==> src/rtl/mux_share_arbiter.sv <==
// Round-robin burst arbiter owning the select of a shared 2:1 WIDTH-bit mux.
// Optional per-grant beat cap enabled by defining ARB_BURST_LIMIT_EN (uses MAX_BURST).

module mux_share_arbiter_lane (
  input  logic gnt_i,
  input  logic req_i,
  input  logic last_i,
  output logic vld_o,
  output logic last_o
);
  assign vld_o  = gnt_i & req_i;
  assign last_o = gnt_i & last_i;
endmodule

module mux_share_arbiter #(
  parameter int WIDTH     = 32,
  parameter int MAX_BURST = 4
) (
  input  logic             clk,
  input  logic             rst_n,
  input  logic             req0,
  input  logic             req1,
  input  logic             last0,
  input  logic             last1,
  input  logic [WIDTH-1:0] data0,
  input  logic [WIDTH-1:0] data1,
  output logic             gnt0,
  output logic             gnt1,
  output logic             out_sel,
  output logic             out_valid,
  input  logic             out_ready,
  output logic [WIDTH-1:0] out_data,
  output logic             out_last
);

  typedef enum logic [1:0] {IDLE = 2'd0, OWN0 = 2'd1, OWN1 = 2'd2} state_e;

  state_e     state_q;
  logic       ptr_q, gnt0_q, gnt1_q, sel_q;
  logic [1:0] gnt_v, req_v, lastin_v, vld_v, last_v;
  logic       xfer, rel, arb_en, pick_vld_d, pick_d;

  assign gnt_v    = {gnt1_q, gnt0_q};
  assign req_v    = {req1, req0};
  assign lastin_v = {last1, last0};

  for (genvar i = 0; i < 2; i++) begin : g_lane
    mux_share_arbiter_lane u_lane (
      .gnt_i (gnt_v[i]),
      .req_i (req_v[i]),
      .last_i(lastin_v[i]),
      .vld_o (vld_v[i]),
      .last_o(last_v[i])
    );
  end

  assign out_valid = |vld_v;
  assign out_last  = |last_v;
  assign out_data  = sel_q ? data1 : data0;
  assign gnt0      = gnt0_q;
  assign gnt1      = gnt1_q;
  assign out_sel   = sel_q;

  assign xfer = out_valid & out_ready;

`ifdef ARB_BURST_LIMIT_EN
  localparam logic [3:0] MAXB = 4'(MAX_BURST);
  logic [3:0] cnt_q;
  logic       limit_hit;

  // Force a handover on the beat that fills the cap, regardless of last.
  assign limit_hit = (cnt_q + 4'd1) == MAXB;
  assign rel       = xfer & (out_last | limit_hit);

  always_ff @(posedge clk or negedge rst_n) begin
    if (!rst_n)    cnt_q <= 4'd0;
    else if (rel)  cnt_q <= 4'd0;
    else if (xfer) cnt_q <= cnt_q + 4'd1;
  end
`else
  localparam logic [3:0] MAXB = 4'(MAX_BURST);
  logic unused_maxb;
  assign unused_maxb = ^MAXB;
  assign rel = xfer & out_last;
`endif

  // Ties go to ptr_q; a lone requester wins outright.
  assign arb_en     = (state_q == IDLE) | rel;
  assign pick_vld_d = req0 | req1;
  assign pick_d     = (req0 & req1) ? ptr_q : req1;

  always_ff @(posedge clk or negedge rst_n) begin
    if (!rst_n) begin
      state_q <= IDLE;
      ptr_q   <= 1'b0;
      gnt0_q  <= 1'b0;
      gnt1_q  <= 1'b0;
      sel_q   <= 1'b0;
    end else if (arb_en) begin
      if (pick_vld_d) begin
        state_q <= pick_d ? OWN1 : OWN0;
        gnt0_q  <= ~pick_d;
        gnt1_q  <= pick_d;
        sel_q   <= pick_d;
        ptr_q   <= ~pick_d;
      end else begin
        state_q <= IDLE;
        gnt0_q  <= 1'b0;
        gnt1_q  <= 1'b0;
      end
    end
  end

endmodule
==> config.mk <==
export PLATFORM = sky130hd
export DESIGN_NAME = mux_share_arbiter
export DESIGN_NICKNAME = d
export VERILOG_FILES = /design/src/rtl/mux_share_arbiter.sv
export SDC_FILE = /design/constraint.sdc
export NUM_CORES = 1
export LEC_CHECK = 0
export ABC_AREA = 1
export CORE_ASPECT_RATIO = 1.2
export CORE_MARGIN = 3
export CORE_UTILIZATION = 22
export DETAILED_ROUTE_END_ITERATION = 7
export PLACE_DENSITY = 0.88
export RECOVER_POWER = 100
export SLEW_MARGIN = 20
export SYNTH_ARGS = -nofsm -noshare
export SYNTH_HDL_FRONTEND = slang
export SYNTH_HIERARCHICAL = 1
export SYNTH_SLANG_ARGS = --single-unit
==> constraint.sdc <==
create_clock -name clk -period 1 [get_ports clk]
set_input_delay 0.1 -clock clk [delete_from_list [all_inputs] [get_ports clk]]
set_output_delay 0.1 -clock clk [all_outputs]
set_load 0.02 [all_outputs]
# ---- Word-level counts from Yosys, hierarchy flattened
# Index checks and enable logic that the tools add are counted.
dict set report op_classes {
  muxes 6
  bitwise 10
  n_reduce_logical 4
}
# operator count
set op_table {}
lappend op_table {{$mux 32} 1}
lappend op_table {{$and 1x1->1} 7}
lappend op_table {{$mux 2} 2}
lappend op_table {{$reduce_or 2->1} 2}
lappend op_table {{$mux 1} 3}
lappend op_table {{$logic_not 2->1} 1}
lappend op_table {{$or 1x1->1} 2}
lappend op_table {{$reduce_and 2->1} 1}
lappend op_table {{$not 1->1} 1}
dict set report word_totals {
  ff_bits 6
  in_bits 71
  out_inout_bits 37
  elab_cells 25
}

# ---- Logic depth before layout (Yosys ltp)
dict set report logic_depth {
  word_depth 6
  mapped_depth 9
  ltp_nobuf 9
}

# ---- Modules after synthesis
# The synthesis kept the hierarchy.
# module instances cells_each area_each_um2 seq_area_each_um2
set by_module_without_submodules {}
lappend by_module_without_submodules {mux_share_arbiter 1 66 743.2 100.1}
lappend by_module_without_submodules {mux_share_arbiter_lane 2 4 15.0 0.0}

# ---- Worst setup path before layout
# OpenSTA, ideal clock, no wires.
dict set report synth_timing {
  path_kind {register to register}
  start {register state_q[0]}
  end {register ptr_q}
  setup_time_ps 116
  t_arrival_ps 1157
  t_required_ps 884
  path_slack_ps -274
  stages_incl_launch_ff 10
  n_path_buf 0
  synth_period_minus_slack_ps 1274
  path_cell_list {dfrtp_1 nand2_1 inv_1 inv_1 nand2_1 nand3_1 nand2_1 nand2_1 nand2_1 nand2_1}
}
dict set report synth_between {
  elab_chain_len 3
}
# item line
set synth_rtl {}
lappend synth_rtl {{from (decl)} 38} ;# state_e state_q;
lappend synth_rtl {{from (signal assigned)} 101} ;# state_q <= pick_d ? OWN1 : OWN0;
lappend synth_rtl {{$logic_not 2->1} 88} ;# assign arb_en = (state_q == IDLE) | rel;
lappend synth_rtl {{$or 1x1->1} 88}
lappend synth_rtl {{$reduce_and 2->1 (no line)} -}
lappend synth_rtl {{to (signal assigned)} 105} ;# ptr_q <= ~pick_d;
lappend synth_rtl {{to (decl)} 39} ;# logic ptr_q, gnt0_q, gnt1_q, sel_q;
# Every way passes these cells.
# A chain may end at the register's enable or synchronous reset.

# ---- Final worst setup path
dict set report layout_timing {
  start {register sel_q, in the netlist out_sel}
  end {output port out_data[20]}
}
dict set report layout_between {
  elab_chain_len 1
}
# item line
set layout_rtl {}
lappend layout_rtl {{from (decl)} 39}
lappend layout_rtl {{from (signal assigned)} 104} ;# sel_q <= pick_d;
lappend layout_rtl {{$mux 32} 59} ;# assign out_data = sel_q ? data1 : data0;
lappend layout_rtl {{to (decl)} 32} ;# output logic [WIDTH-1:0] out_data,
# Every way passes these cells.

==> impl_results.rst <==
.. list-table::
   :header-rows: 1

   * - Metric
     - Value
   * - Routed length per instance
     - 14.98 um
   * - RSZ-0062 raised after global routing
     - yes
   * - Clock sinks
     - 4
   * - Number of buffers created by CTS
     - 3
   * - Maximum fanout along the worst path
     - 6
   * - Kind of end point of the critical path
     - output port
   * - DRT antenna net count
     - 0
   * - Via/cell ratio
     - 4.309
   * - Post-Synthesis Cell Area
     - 773.2 um^2
   * - Number of DRC markers in iteration 0
     - 24
   * - Warnings from Yosys
     - 6
   * - Floorplan Core Area
     - 3221 um^2
   * - Port-buffer cells
     - 107
   * - Seq/Total Area, Yosys
     - 0.1294
   * - TNS Setup
     - -15080 ps
   * - Die Wd
     - 60.12 um
   * - Start-to-end type of the worst setup path
     - reg2out
   * - DRC violations left
     - 0
   * - Final WS setup
     - -516.6 ps
   * - Source-to-sink clock delay at the later pin of the worst-skew pair
     - 240 ps
   * - Vertical extent of the die
     - 70.95 um
   * - Clock network power share
     - 0.048
   * - Number of placed I/O pins
     - 108
   * - Count of maximum capacitance violations
     - 0
   * - Net switching power
     - 1.876 mW
   * - Time the final worst path needs with I/O delays and setup
     - 1517 ps
   * - Area of all placed cells without fillers
     - 2097 um^2
   * - Sum of overflow across all layers after global routing
     - 0
   * - Number of library cell types mapped by synthesis
     - 11
   * - Share of the core filled with cells in the final layout
     - 0.6511
   * - H-tree Lvls
     - 1
   * - Clock Root Buffer
     - clkbuf_4
   * - Final-report max-slew violation count
     - 0
   * - Placed instance area
     - 1922 um^2
   * - Slew at the pin with the worst max-slew slack
     - 238.4 ps
   * - Total via count after detailed routing
     - 991
   * - Power density cells
     - 2223 nW/um^2
   * - Maximum number of pins on one net before global-route repair
     - 13
   * - Syn avg cell area
     - 10.45 um^2
   * - Antenna violations before repair
     - 0
   * - Flop and latch count out of synthesis
     - 4
   * - Gpl congestion
     - 0.6894
   * - Global-route wire length before repair
     - 4761 um
   * - HPWL after detailed placement
     - 2712 um
   * - Global Route Usage Sum
     - 0.1463
   * - Largest vdd supply drop
     - 1342 uV
   * - Final setup violating endpoints
     - 39
   * - Met2 routed wirelength
     - 1970 um
   * - Row count
     - 22
   * - Most common library cell in the layout ignoring fill and taps
     - clkdlybuf4s50_1
   * - Rel. slew slack
     - 0.8411
   * - Worst Path Required
     - 900 ps
   * - Post-Syn Nets
     - 145
   * - Post-CTS clock slew at the launch and capture registers of the worst setup and hold paths
     - 40 ps
   * - Routed met1 length
     - 1062 um
   * - Static Leakage
     - 1.011 nW
   * - Logic pwr share
     - 0.877
   * - Post-Route Hold Slack
     - 132.1 ps
   * - Detailed-routing iteration count for the pre-antenna-repair pass
     - 4
   * - Diode count
     - 0
   * - Hold Fails Final Rpt
     - 0
   * - Highest-count cells in the layout ignoring fill and taps
     - clkdlybuf4s50_1 (69), buf_6 (32), mux2_4 (29), inv_1 (11), buf_2 (9)
   * - Timing-limited maximum frequency
     - 659.4 MHz
   * - Result of the run
     - finished with violations
   * - Layout cells sized above 1
     - 0.5155
   * - Part of the cycle the worst path needs
     - 1.517
   * - Internal power consumption
     - 2.787 mW
   * - Total power
     - 4.663 mW
   * - Deepest clock path buffer count
     - 2
   * - Total detailed-routing wirelength
     - 3445 um
   * - Violated checks
     - negative setup slack
   * - Type of the most critical hold path
     - in2async
   * - Area of the die
     - 4265 um^2
   * - Via count of the first global-routing pass
     - 1006
   * - Met3 WL
     - 413 um
   * - Area overhead of the layout relative to synthesis
     - 171.2%
   * - Relative contribution of sequential cells to total power
     - 0.074
   * - Initial core utilization
     - 0.2401
   * - Worst Skew
     - 8.741 ps
   * - Clock tree from TritonCTS
     - built
   * - Element type at the critical path start
     - register
   * - Highest metal layer with signal wires
     - met3
   * - Data arrival, critical path
     - 1420 ps
   * - Count of mapped cells out of synthesis
     - 74
   * - Net count reported at finish
     - 266
   * - Switching fraction of total power
     - 0.4023
[metal layers]
layer,vias to the layer above,global-route usage
li1,482,-
met1,450,0.1413
met2,59,0.2945
met3,0,0.05292
met4,0,0.007389
met5,-,0
[cells in the mapped netlist]
library cell,instances,area (um^2)
a21oi_1,1,5.000
buf_12,3,60.06
buf_6,1,11.26
dfrtp_1,4,100.1
inv_1,12,45.04
mux2_2,3,33.78
mux2_4,29,435.4
nand2_1,16,60.06
nand3_1,1,5.000
nor2_1,2,7.510
o21ai_0,2,10.01
[cell type report]
type,count,area (um^2)
clock buffers,4,26.28
inverters,12,45.04
repair buffers,120,1251
flip-flops and latches,4,103.9
fillers,269,1124
multi-input cells,54,625.6
well taps,36,45.04
[worst paths after layout]
| kind | start | to | slack, ps | depth (start not counted) |
|---|---|---|---|---|
| max in group asynchronous | rst_n | state_q[0] | 670 | 1 |
| worst max register to register | gnt1 | ptr_q | -170 | 10 |
| worst max-delay path | out_sel | out_data[20] | -520 | 4 |
| min in group clk | ptr_q | ptr_q | 510 | 2 |
| worst min register to register | ptr_q | ptr_q | 510 | 2 |
| worst min-delay path | rst_n | gnt1 | 130 | 1 |
[metrics by stage]
step	setup WS [ps]	instances
CTS	-531.7	230
global placement	-558.5	223
detailed placement	-568.4	223
global route	-546.6	230
floorplan	-162.8	74
finish	-516.6	230
[cell families (layout without fill, tap and decap cells)]
| logic type | Yosys count | in the layout | synth area share |
|---|---|---|---|
| mux | 32 | 32 | 0.6068 |
| simple gates | 19 | 19 | 0.09385 |
| buf+inv | 16 | 136 | 0.1505 |
| flops | 4 | 4 | 0.1295 |
| compound gates | 3 | 3 | 0.01941 |
[registers in the layout, indices dropped and copies added, names as in the netlist]
signal,count
state_q,1
out_sel,1
gnt1,1
ptr_q,1
[power groups by stage]
stage	Sequential (mW)	Clock, mW	Combinational, mW
2_1_floorplan	0.379	0	2.11
3_3_place_gp	0.315	0	3.42
3_5_place_dp	0.319	0	3.44
4_1_cts	0.347	0.238	3.94
5_1_grt	0.355	0.251	4.31
6_report	0.347	0.226	4.09
[critical path, cell delays in order, from the launching register on]
cell and delay (ps):
dfrtp_2 450, buf_12 150, buf_16 130, mux2_4 300, buf_6 130
[timing repair]
| item | in CTS | in global routing |
|---|---|---|
| buffers inserted | 1 | 0 |
| pin swaps | 4 | 1 |
| setup endpoints to repair | 41 | 41 |
| gates resized for setup | 195 | 32 |
| hold buffers | 0 | 0 |
| cloned | 2 | 0 |
(Power assumes the default switching activity.)
